## src/rtl/snes_reader_pkg.sv

```systemverilog
// rtl/snes_reader_pkg.sv - shared SNES reader types and button code constants
//
// Purpose: FSM state encoding, frame geometry and the 4-bit button codes
// that the grid controller consumes on its controller_in input.
// Ports: none (package).

package snes_reader_pkg;

  typedef enum logic [2:0] {
    ST_IDLE,
    ST_LATCH,
    ST_LOW,
    ST_HIGH,
    ST_DONE
  } state_t;

  // The pad shifts 16 bits per frame; only the first 12 are real buttons.
  localparam int NUM_BUTTONS = 12;
  localparam int NUM_BITS    = 16;

  localparam logic [3:0] BTN_NONE   = 4'd0;
  localparam logic [3:0] BTN_B      = 4'd1;
  localparam logic [3:0] BTN_Y      = 4'd2;
  localparam logic [3:0] BTN_SELECT = 4'd3;
  localparam logic [3:0] BTN_START  = 4'd4;
  localparam logic [3:0] BTN_UP     = 4'd5;
  localparam logic [3:0] BTN_DOWN   = 4'd6;
  localparam logic [3:0] BTN_LEFT   = 4'd7;
  localparam logic [3:0] BTN_RIGHT  = 4'd8;
  localparam logic [3:0] BTN_A      = 4'd9;
  localparam logic [3:0] BTN_X      = 4'd10;
  localparam logic [3:0] BTN_L      = 4'd11;
  localparam logic [3:0] BTN_R      = 4'd12;

  // Button codes are the 1-based mask bit position.
  function automatic logic [3:0] btn_code_of(input int idx);
    return 4'(idx + 1);
  endfunction

endpackage

```

## src/rtl/snes_priority_enc.sv

```systemverilog
// rtl/snes_priority_enc.sv - 12-bit button mask to 4-bit button code encoder
//
// Purpose: combinational priority encoder; the lowest-numbered pressed
// button wins, an empty mask yields BTN_NONE.
// Ports:
//   mask  in  12  pressed mask, 1 = pressed
//   code  out 4   1-based index of the lowest set bit, 0 when none

module snes_priority_enc
  import snes_reader_pkg::*;
(
  input  logic [NUM_BUTTONS-1:0] mask,
  output logic [3:0]             code
);

  // Scan from the top down so the lowest set bit is written last and wins.
  always_comb begin
    code = BTN_NONE;
    for (int i = NUM_BUTTONS - 1; i >= 0; i--) begin
      if (mask[i]) code = btn_code_of(i);
    end
  end

endmodule

```

## src/rtl/snes_reader.sv

```systemverilog
// rtl/snes_reader.sv - SNES controller poller producing a button mask and code
//
// Purpose: every POLL_CYCLES clocks, latch the pad, clock out 16 bits with a
// HALF_BIT-cycle half period, sample each bit at the end of its low phase
// and publish the 12 button bits plus a priority-encoded code.
// Optional feature: define SNES_READER_DEBOUNCE_EN to publish a mask only
// when two consecutive frames agree.
// Ports:
//   clk          in  1   system clock
//   reset        in  1   synchronous active-high reset
//   snes_data    in  1   pad serial data, active-low, asynchronous
//   snes_latch   out 1   pad latch pulse, active-high
//   snes_clk     out 1   pad shift clock, idles high
//   buttons      out 12  pressed mask (bit0=B .. bit11=R), 1 = pressed
//   button_code  out 4   1-based lowest pressed button, 0 = none
//   frame_valid  out 1   one-cycle pulse at the end of every frame

module snes_reader
  import snes_reader_pkg::*;
#(
  parameter int HALF_BIT    = 300,
  parameter int POLL_CYCLES = 833333
) (
  input  logic                   clk,
  input  logic                   reset,
  input  logic                   snes_data,
  output logic                   snes_latch,
  output logic                   snes_clk,
  output logic [NUM_BUTTONS-1:0] buttons,
  output logic [3:0]             button_code,
  output logic                   frame_valid
);

  localparam int POLL_W = $clog2(POLL_CYCLES);
  localparam int TMR_W  = $clog2(2 * HALF_BIT);

  localparam logic [POLL_W-1:0] POLL_LAST  = POLL_W'(POLL_CYCLES - 1);
  localparam logic [TMR_W-1:0]  HALF_LAST  = TMR_W'(HALF_BIT - 1);
  localparam logic [TMR_W-1:0]  LATCH_LAST = TMR_W'(2 * HALF_BIT - 1);
  localparam logic [3:0]        LAST_BIT   = 4'(NUM_BITS - 1);

  state_t                 state, state_next;
  logic [POLL_W-1:0]      poll_cnt;
  logic [TMR_W-1:0]       timer;
  logic [3:0]             bit_idx;
  logic                   data_meta, data_sync;
  logic [NUM_BUTTONS-1:0] frame_mask;
  logic [3:0]             frame_code;
  logic                   poll_wrap;
  logic                   half_end;

  assign poll_wrap = (poll_cnt == POLL_LAST);
  assign half_end  = (timer == HALF_LAST);

  always_ff @(posedge clk) begin
    if (reset) begin
      data_meta <= 1'b0;
      data_sync <= 1'b0;
    end else begin
      data_meta <= snes_data;
      data_sync <= data_meta;
    end
  end

  always_ff @(posedge clk) begin
    if (reset || poll_wrap) poll_cnt <= '0;
    else                    poll_cnt <= poll_cnt + 1'b1;
  end

  // State register.
  always_ff @(posedge clk) begin
    if (reset) state <= ST_IDLE;
    else       state <= state_next;
  end

  // Next-state logic.
  always_comb begin
    state_next = state;
    case (state)
      ST_IDLE:  if (poll_wrap) state_next = ST_LATCH;
      ST_LATCH: if (timer == LATCH_LAST) state_next = ST_LOW;
      ST_LOW:   if (half_end) state_next = ST_HIGH;
      ST_HIGH:  if (half_end) state_next = (bit_idx == LAST_BIT) ? ST_DONE : ST_LOW;
      ST_DONE:  state_next = ST_IDLE;
      default:  state_next = ST_IDLE;
    endcase
  end

  // Outputs are pure functions of the state.
  always_comb begin
    snes_latch  = (state == ST_LATCH);
    snes_clk    = (state != ST_LOW);
    frame_valid = (state == ST_DONE);
  end

  // Phase timer restarts on every state change so each phase counts from 0.
  always_ff @(posedge clk) begin
    if (reset || (state != state_next)) timer <= '0;
    else                                timer <= timer + 1'b1;
  end

  always_ff @(posedge clk) begin
    if (reset) begin
      bit_idx    <= '0;
      frame_mask <= '0;
    end else begin
      if (state == ST_LATCH) bit_idx <= '0;
      else if (state == ST_HIGH && half_end && bit_idx != LAST_BIT)
        bit_idx <= bit_idx + 1'b1;
      // Sample just before snes_clk rises; bits 12..15 are clocked but dropped.
      if (state == ST_LOW && half_end && bit_idx < 4'(NUM_BUTTONS))
        frame_mask[bit_idx] <= ~data_sync;
    end
  end

  snes_priority_enc u_enc (
    .mask (frame_mask),
    .code (frame_code)
  );

`ifdef SNES_READER_DEBOUNCE_EN
  logic [NUM_BUTTONS-1:0] candidate;

  always_ff @(posedge clk) begin
    if (reset) begin
      candidate   <= '0;
      buttons     <= '0;
      button_code <= BTN_NONE;
    end else if (state == ST_DONE) begin
      candidate <= frame_mask;
      if (frame_mask == candidate) begin
        buttons     <= frame_mask;
        button_code <= frame_code;
      end
    end
  end
`else
  always_ff @(posedge clk) begin
    if (reset) begin
      buttons     <= '0;
      button_code <= BTN_NONE;
    end else if (state == ST_DONE) begin
      buttons     <= frame_mask;
      button_code <= frame_code;
    end
  end
`endif

endmodule

```

## config.mk

```make
export PLATFORM = sky130hd
export DESIGN_NAME = snes_reader
export DESIGN_NICKNAME = d
export VERILOG_FILES = /design/src/rtl/snes_reader_pkg.sv /design/src/rtl/snes_priority_enc.sv /design/src/rtl/snes_reader.sv
export SDC_FILE = /design/constraint.sdc
export NUM_CORES = 1
export LEC_CHECK = 0
export ABC_AREA = 1
export CAP_MARGIN = 20
export CORE_ASPECT_RATIO = 1.25
export CORE_MARGIN = 2
export CORE_UTILIZATION = 56
export DETAILED_ROUTE_END_ITERATION = 16
export GPL_ROUTABILITY_DRIVEN = 0
export PLACE_DENSITY_LB_ADDON = 0.3
export SETUP_SLACK_MARGIN = 0.2
export SLEW_MARGIN = 0
export SYNTH_ARGS = -nofsm -noshare
export SYNTH_HDL_FRONTEND = slang
export SYNTH_SLANG_ARGS = --single-unit
```

## constraint.sdc

```tcl
create_clock -name clk -period 1.85 [get_ports clk]
set_input_delay 0.555 -clock clk [delete_from_list [all_inputs] [get_ports clk]]
set_output_delay 0.555 -clock clk [all_outputs]
set_load 0.005 [all_outputs]
```

; After elaboration in Yosys (flattened, before gate mapping)
; Index checks and enable logic that the tools add are counted.
[op_classes]
addsub = 3
n_mul = 0
div_mod_pow = 0
order_cmp = 3
n_eq_ne = 11
n_shift = 0
muxes = 21
n_bitwise = 1
reduce_logical = 9
[op_table]
columns = cell, count
row1 = $mux W4, 12
row2 = $add A20 B1 Y20 const B, 1
row3 = $eq A20 B20 Y1 const B, 1
row4 = $mux W3, 5
row5 = $bwmux W12, 1
row6 = $pmux W3 S4, 1
row7 = $add A10 B1 Y10 const B, 1
row8 = $eq A10 B10 Y1 const B, 1
row9 = $eq A10 B9 Y1 const B, 1
row10 = $eq A3 B2 Y1 const B, 2
row11 = $logic_and A1 B1 Y1, 5
row12 = $lt A4 B5 Y1 const B, 1
row13 = $add A4 B1 Y4 const B, 1
row14 = $demux W1 S4, 1
row15 = $eq A4 B4 Y1 const B, 1
row16 = $ge A4 B1 Y1 const B, 1
row17 = $lt A4 B4 Y1 const B, 1
row18 = $ne A4 B4 Y1 const B, 1
row19 = $eq A3 B1 Y1 const B, 1
row20 = $eq A3 B3 Y1 const B, 1
row21 = $logic_not A3 Y1, 1
row22 = $ne A3 B2 Y1 const B, 1
row23 = $ne A3 B3 Y1, 1
row24 = $logic_or A1 B1 Y1, 2
row25 = other kinds (3), 3
[totals]
regBits = 67
latch_bits = 0
mem_bits_rw = 0
rom_bits = 0
in_bits = 3
word_cells = 57
memories = 0

; Logic depth before layout (Yosys ltp)
; Gate-level depths: netlist of the first run.
[logic_depth]
depth_word = 12
ltp_mapped = 12

; Modules after synthesis
; A second synthesis of the first run with hierarchy kept.
[unflattened]
cells_unflattened = 426
hier_area_um2 = 3139.3
[by_module_without_submodules]
columns = mod, n_inst, cells_per_inst, area_each_um2, seq_area_each_um2
row1 = snes_reader, 1, 392, 2972.9, 1341.3
row2 = snes_priority_enc, 1, 34, 166.4, 0.0

; Worst setup path after synthesis of the first run
; OpenSTA, ideal clock, no wires.
[synth_timing]
path_type = flip-flop to flip-flop
from = reg timer[0]
to = reg frame_mask[10]
setup_time_ns = 0.119
t_arrival_ns = 1.417
required_time_ns = 1.731
setup_slack_ns = 0.313
path_stages_with_launch = 10
path_buffers = 1
period_less_slack_ns = 1.537
path_cell_list = dfxtp_1 -> ha_1 -> inv_1 -> nor2_1 -> nand3_4 -> nor2_2 -> buf_4 -> nand3_1 -> o21ai_0 -> a21oi_1
[synth_via]
elab_chain_cells = 3
[synth_lines]
columns = element, line_no
row1 = start: declaration, snes_reader.sv:44  ; logic [TMR_W-1:0] timer;
row2 = start signal: assignment, snes_reader.sv:99  ; else timer <= timer + 1'b1;
row3 = $eq A10 B9 Y1, snes_reader.sv:53  ; assign half_end = (timer == HALF_LAST);
row4 = $logic_and A1 B1 Y1 (2 in a row), snes_reader.sv:111  ; if (state == ST_LOW && half_end && bit_idx < 4'(NUM_BUTTONS))
row5 = end signal: indexed assignment, snes_reader.sv:112  ; frame_mask[bit_idx] <= ~data_sync;
row6 = end: declaration, snes_reader.sv:47  ; logic [NUM_BUTTONS-1:0] frame_mask;
; No other way between the ends.
; A chain may end at the register's enable or synchronous reset.

; Worst setup path in the final report of the first run
[layout_timing]
from = reg state[0]
to = out frame_valid
[layout_via]
elab_chain_cells = 1
[layout_lines]
columns = element, line_no
row1 = start: declaration, snes_reader.sv:42  ; state_t state, state_next;
row2 = start signal: assignment, snes_reader.sv:73  ; else state <= state_next;
row3 = $eq A3 B3 Y1, snes_reader.sv:93  ; frame_valid = (state == ST_DONE);
row4 = end: declaration, snes_reader.sv:31  ; output logic frame_valid
; No other way between the ends.

==> results of run 1 <==
==> layer usage <==
| layer | vias to the layer above | part of all wire, % | global-route usage (%) |
|---|---|---|---|
| met5 | - | 0 | 0 |
| met4 | 0 | 3.9 | 12.3 |
| li1 | 1453 | - | - |
| met3 | 22 | 3.6 | 5.35 |
| met1 | 1256 | 45 | 28.2 |
| met2 | 54 | 48 | 34.1 |
==> critical path, cell delays in order, from the launching register on <==
cell and delay (ns):
dfxtp_4 0.36, buf_6 0.12, nor2_4 0.08, inv_2 0.05, nor2_4 0.13, buf_2 0.14
==> state kept, by name, summed over array words and instances (netlist names) <==
name and count:
timer 10, buttons 12, bit_idx 4, poll_cnt 20, state 3, data_meta 1
data_sync 1, frame_mask 12, button_code 4
==> power by group <==
| part | total (mW) | internal (mW) | switching (mW) |
|---|---|---|---|
| combinational | 0.219 | 0.0901 | 0.129 |
| sequential | 1.49 | 1.46 | 0.0252 |
| clock | 1.01 | 0.473 | 0.539 |
==> kinds of logic after synthesis <==
kind of cell,after synthesis,synth area share (%)
XOR/XNOR,13,3.56
AO/OA/AOI/OAI,79,12.9
flip-flops,67,41.9
adder cells (fa/ha/maj),7,2.74
buffers and inverters,72,8.64
AND/OR/NAND/NOR,183,30.3
==> synth_stat cells, types with 5 or more instances <==
cell type / count
a21oi_1: 39
nor2_2: 14
dfxtp_1: 67
nand3_1: 32
clkbuf_1: 5
nand2_1: 56
xor2_1: 10
nand2_2: 8
nor3_2: 6
ha_1: 7
inv_2: 9
nor2_4: 5
o21ai_0: 34
inv_1: 54
nor3_1: 9
nor2_1: 35
==> how the worst min path moves through the flow <==
stage	startpoint	to	slack, ns	cells after the start
4_1_cts	data_meta	data_sync	0.41	2
2_1_floorplan	data_meta	data_sync	0.39	2
3_5_place_dp	data_meta	data_sync	0.40	2
6_report	data_meta	data_sync	0.41	2
5_1_grt	data_meta	data_sync	0.43	2
3_3_place_gp	data_meta	data_sync	0.39	2
==> timing repair <==
item	CTS	global route
setup buffers	3	6
setup endpoints to repair	42	48
cloned	1	0
gates resized for setup	36	36
pin swaps	3	12
==> through the flow <==
step,cell area [µm²],worst slack [ns],utilization [%]
global route,3850,0.0378,70.3
detailed placement,3500,0.0516,63.9
global placement,3500,0.0962,63.9
finish,3850,0.0582,70.3
CTS,3710,0.0779,67.7
floorplan,3200,0.313,-
==> layout make-up <==
class	count	area share (%)
Clock buffer	10	3.31
Sequential cell	67	35.3
Timing Repair Buffer	36	7.86
Inverter	64	6.40
Tap cell	64	2.08
Multi-Input combinational cell	283	44.3
Clock inverter	6	0.844
==> results.ini, run 1 <==
[status]
status=finished, final reports clean

[yosys]
synthTopCellsByArea=dfxtp_1 (42%), nand2_1 (6.6%), inv_1 (6.3%)
synth_top_area_share_pct=41.9
synth_top_cell_by_area=dfxtp_1
yosysUniqueCellTypes=37
ys.flop_type=dfxtp_1
synth_edf_count=0
synth_cells=421
syn_area_um2=3200
synth-seq-cells=67
syn_nets=431
syn_avg_cell_area_um2=7.61
ys_async_sr_fraction_pct=0
ys_warn_count=0
yosysSeqAreaShare_pct=41.9

[job]
max-cap-violations=0

[critical_path]
crit_path_end_kind=primary output
worst_ep_required_time_ns=1.29
reg2reg_slack_ns=0.22
arrival_ns=1.24
path_max_fanout=2
cp-start-kind=register
ff2ff_path_depth=9
startpoint=state[0]
r2r-start=state[0]
crit_type=reg2out
r2r_end=button_code[3]
endpoint=frame_valid

[floorplan]
die_area_um2=6340
core.rowCount=30
ios=22
dieHeight_um=88.5
start_util_pct=58.4
die_w_um=71.6
core_um2=5480

[timing]
drv_slew=0
tns_ns=0
hold_slack_ns=0.411
skew_ns=0.00927
max-slew-margin-rel_pct=55.9
layout_min_cycle_time_ns=1.79
tightest_slew_ns=0.656
finalSetupViolCount=0
finalCritPeriodShare_pct=96.9
max_freq_ghz=0.558
rsz0062_at_grt=yes
hold_viol_final=0

[grt]
grt_max_degree=28
grt_pass1_wl_um=10900
antenna_found_initial=0
grt_overflow_total=0
grt_use_total_pct=22.0
grt_pass1_vias=2545

[cells_and_area]
n_antenna_cell=0
syn_to_final_growth_pct=20.4
multi_input_area_um2=1710
n_fill_cell=449
final_layout_size_suffix_gt1_share_pct=23.4
area.sequential_um2=1360
layout_commonest_cell=dfxtp_1
final_cell_mix=dfxtp_1 (59), nand2_1 (54), inv_1 (49)
nNetsFinal=471
stdcell_count=530

[hold_path]
hp-class=reg2reg

[route]
via_count=2785
dr.pass1.iters=5
drtIter0Drc=121
wire_per_inst_um=12.8
vias_per_cell=5.25
routed_wl_um=6800
ant_nets=0
drc=0

[placed_design]
place_inst=504
io_buffers=21
post-dp-hpwl_um=4560

[clocking]
cts_root_buffer=clkbuf_8
clockBufferDepth=2
clock_latency_ns=0.35
hold_buffers=0
numCtsBuffers=9
clk_pin_slew_ns=0.07
cts_max_level=3
cts_sinks=67
cts_tree=yes

[pwr]
p_leak_nw=1.54
ir_drop_mv=0.485
powerDensity_nw_per_um2=706
p_total_mw=2.72

(Power assumes the default switching activity.)
==> run 2, diff against run 1 <==
--- a/config.mk
+++ b/config.mk
@@ -6,10 +6,11 @@
 export NUM_CORES = 1
 export LEC_CHECK = 0
 export ABC_AREA = 1
-export CAP_MARGIN = 20
+export CAP_MARGIN = 5
 export CORE_ASPECT_RATIO = 1.25
 export CORE_MARGIN = 2
 export CORE_UTILIZATION = 56
+export CTS_BUF_LIST = sky130_fd_sc_hd__clkbuf_4 sky130_fd_sc_hd__clkbuf_8 sky130_fd_sc_hd__clkbuf_16
 export DETAILED_ROUTE_END_ITERATION = 16
 export GPL_ROUTABILITY_DRIVEN = 0
 export PLACE_DENSITY_LB_ADDON = 0.3
@@ -17,4 +18,5 @@
 export SLEW_MARGIN = 0
 export SYNTH_ARGS = -nofsm -noshare
 export SYNTH_HDL_FRONTEND = slang
+export SYNTH_HIERARCHICAL = 1
 export SYNTH_SLANG_ARGS = --single-unit
==> run 2 against run 1 <==
  * Synthesized cell count up 1.2%
  * Power increased by 8.5%
  * Sequential share of layout area decreased by 0.88 points
  * Utilization up 2.7 points
  * Highest routed layer unchanged
  * Count of clock-buffer cells in the layout up 2
  * Largest power group unchanged
==> results.ini, run 2 <==
[yosys]
synth_edf_count=0  ; unchanged
ys.flop_type=dfxtp_1
ys_async_sr_fraction_pct=0  ; unchanged
synth_cells=426  ; +1.2%
syn_area_um2=3140  ; -2.0%
yosysSeqAreaShare_pct=42.7  ; +0.83 points
syn_nets=436  ; +1.2%
yosysUniqueCellTypes=34  ; -8.1%
synthTopCellsByCount=nor2_1 (84), dfxtp_1 (67), inv_1 (61)
ys_warn_count=6  ; +6
synth_top_cell_by_area=dfxtp_1
syn_avg_cell_area_um2=7.37  ; -3.1%
synthTopCellsByArea=dfxtp_1 (43%), nor2_1 (10%), inv_1 (7.3%)
yosysMostFrequentCell=nor2_1
synth_top_area_share_pct=42.7  ; +0.83 points
synth-seq-cells=67  ; unchanged

[cells_and_area]
final_cell_mix=nor2_1 (78), dfxtp_1 (57), inv_1 (56)
regMostFlops=poll_cnt
n_antenna_cell=0  ; unchanged
reg_top3=poll_cnt x20, buttons x12, frame_mask x12
largest_reg_flops=20  ; unchanged
layout_commonest_cell=nor2_1
n_fill_cell=427  ; -4.9%
syn_to_final_growth_pct=25.7
final_layout_size_suffix_gt1_share_pct=19.5  ; -3.9 points
nNetsFinal=477  ; +1.3%

[pwr]
powerDensity_nw_per_um2=748  ; +6.0%
ir_drop_mv=0.505  ; +4.2%
p_leak_nw=1.79  ; +16%
p_total_mw=2.95  ; +8.5%

[timing]
finalCritPeriodShare_pct=92.8  ; -4.1 points
max_freq_ghz=0.583  ; +4.4%
layout_min_cycle_time_ns=1.72  ; -0.0755 ns
hold_slack_ns=0.409  ; -0.00205 ns
finalSetupViolCount=0  ; unchanged
hold_viol_final=0  ; unchanged
tns_ns=0  ; unchanged
skew_ns=0.0116  ; +0.00229 ns
rsz0062_at_grt=yes
max-slew-margin-rel_pct=68.4  ; +12 points
tightest_slew_ns=0.474  ; -0.182 ns
drv_slew=0  ; unchanged

[route]
wire_per_inst_um=13.1  ; +2.0%
ant_nets=0  ; unchanged
vias_per_cell=5.31  ; +1.0%
routed_wl_um=7020  ; +3.1%
dr.pass1.iters=5  ; unchanged
via_count=2846  ; +2.2%
drtIter0Drc=195  ; +61%
drc=0  ; unchanged

[grt]
grt_max_degree=20  ; -29%
grt_overflow_total=0  ; unchanged
antenna_found_initial=0  ; unchanged
grt_use_total_pct=22.4  ; +0.44 points
grt_pass1_wl_um=11100  ; +1.7%
grt_pass1_vias=2591  ; +1.8%

[critical_path]
worst_ep_required_time_ns=2.09  ; +0.80 ns
r2r-start=timer[1]
cp_slowest_cell=dfxtp_2
crit_type=reg2reg
arrival_ns=1.96  ; +0.72 ns
path_max_fanout=7  ; +5
cp-start-kind=register
startpoint=timer[1]
critPathTopFamily=simple AND/OR/NAND/NOR gates
path_common_cell=nor2_2
path_cells=ha_4 -> inv_2 -> nor2_2 -> nand3b_1 -> nor2_2 -> buf_6 -> nand2_8 -> nor3_4 -> a21oi_1 -> o21a_1
slowest_delay_ns=0.36  ; about the same
crit_path_end_kind=register
crit_buf_inv=2  ; -1

[placed_design]
io_buffers=21  ; unchanged
post-dp-hpwl_um=4380  ; -3.9%

[floorplan]
core_um2=5410  ; -1.4%
die_area_um2=6220  ; -1.9%
dieHeight_um=87.7  ; -0.94%
ios=22  ; unchanged
die_w_um=71.0  ; -0.93%
start_util_pct=58.1  ; -0.35 points
core.rowCount=30  ; unchanged

[hold_path]
hp-class=reg2reg
hold_start=data_meta

[status]
status=finished, final reports clean

[clocking]
numCtsBuffers=9  ; unchanged
cts_root_buffer=clkbuf_8
hold_buffers=0  ; unchanged
cts_max_level=3  ; unchanged
clock_latency_ns=0.34  ; about the same
clockBufferDepth=2  ; unchanged
cts_sinks=67  ; unchanged
clk_pin_slew_ns=0.08  ; about the same
cts_tree=yes

[job]
max-cap-violations=0  ; unchanged

[run 2: cell types whose count changed after synthesis, sizes merged, moves of 3 or more]
cell / before / now
a21oi: 39 / 27
nand2: 64 / 55
nand3: 36 / 22
nor2: 54 / 88
nor3: 15 / 23
o21a: 1 / 11
o21ai: 34 / 24
xnor2: 3 / 6
[run 2: worst register-to-register path: cells and delay by family, from the launching register on]
family / cells / cell delay, ns
adders and majority gates: 1 / 0.14
AOI/OAI and AO/OA: 2 / 0.25
DFF: 1 / 0.36
buffers and inverters: 2 / 0.20
and+or+nand+nor: 5 / 0.69
[run 2: cell families after synthesis]
family	count (synthesis)	share of synthesized area [%]
XOR/XNOR	17	4.74
adder cells (fa/ha/maj)	7	2.79
AND/OR/NAND/NOR	202	29.6
buffers and inverters	69	8.61
AO/OA/AOI/OAI	64	11.5
flip-flops	67	42.7
[run 2: area by class of cell]
cell class              instances  area (µm²)  share of cell area, %
repair buffers                 36         292                   7.39
well taps                      64        80.1                   2.03
multi-input cells             292        1760                   44.5
flip-flops and latches         67        1360                   34.4
clock buffers                  12         159                   4.03
clock inverters                 4        72.6                   1.84
inverters                      61         229                   5.80
[run 2: through the flow]
| step | cells | instance area, µm² | util [%] | setup WS [ns] |
|---|---|---|---|---|
| 2_1_floorplan | 426 | 3140 | - | 0.281 |
| 3_3_place_gp | 510 | 3440 | 63.7 | 0.0360 |
| 3_5_place_dp | 510 | 3440 | 63.7 | 0.00650 |
| 4_1_cts | 533 | 3810 | 70.6 | 0.128 |
| 5_1_grt | 536 | 3950 | 73.0 | 0.0210 |
| 6_report | 536 | 3950 | 73.0 | 0.134 |
[run 2: metal layers]
metal	up-vias	routed length (µm)	global-route usage, %
met5	-	0	0
met4	0	160	11.5
met3	17	320	4.37
met2	62	3510	38.7
met1	1322	3020	26.6
li1	1445	-	-
[run 2: final timing paths]
path | endpoint | slack, ns | cells after the start
setup reg to reg | frame_mask[11] | 0.13 | 10
hold / removal | data_sync | 0.41 | 2
hold reg to reg | data_sync | 0.41 | 2
setup / recovery | frame_mask[11] | 0.13 | 10
[run 2: where the power goes]
part,switching (mW),internal [mW]
Clock,0.547,0.846
Sequential,0.0171,1.46
Combinational,0.0470,0.0382
[run 2: what timing repair did]
action / in CTS / in global routing
buffers inserted: 6 / 2
gates cloned: 1 / 1
gates resized for setup: 58 / 28
pin swaps: 9 / 7
endpoints found under the setup margin: 42 / 37
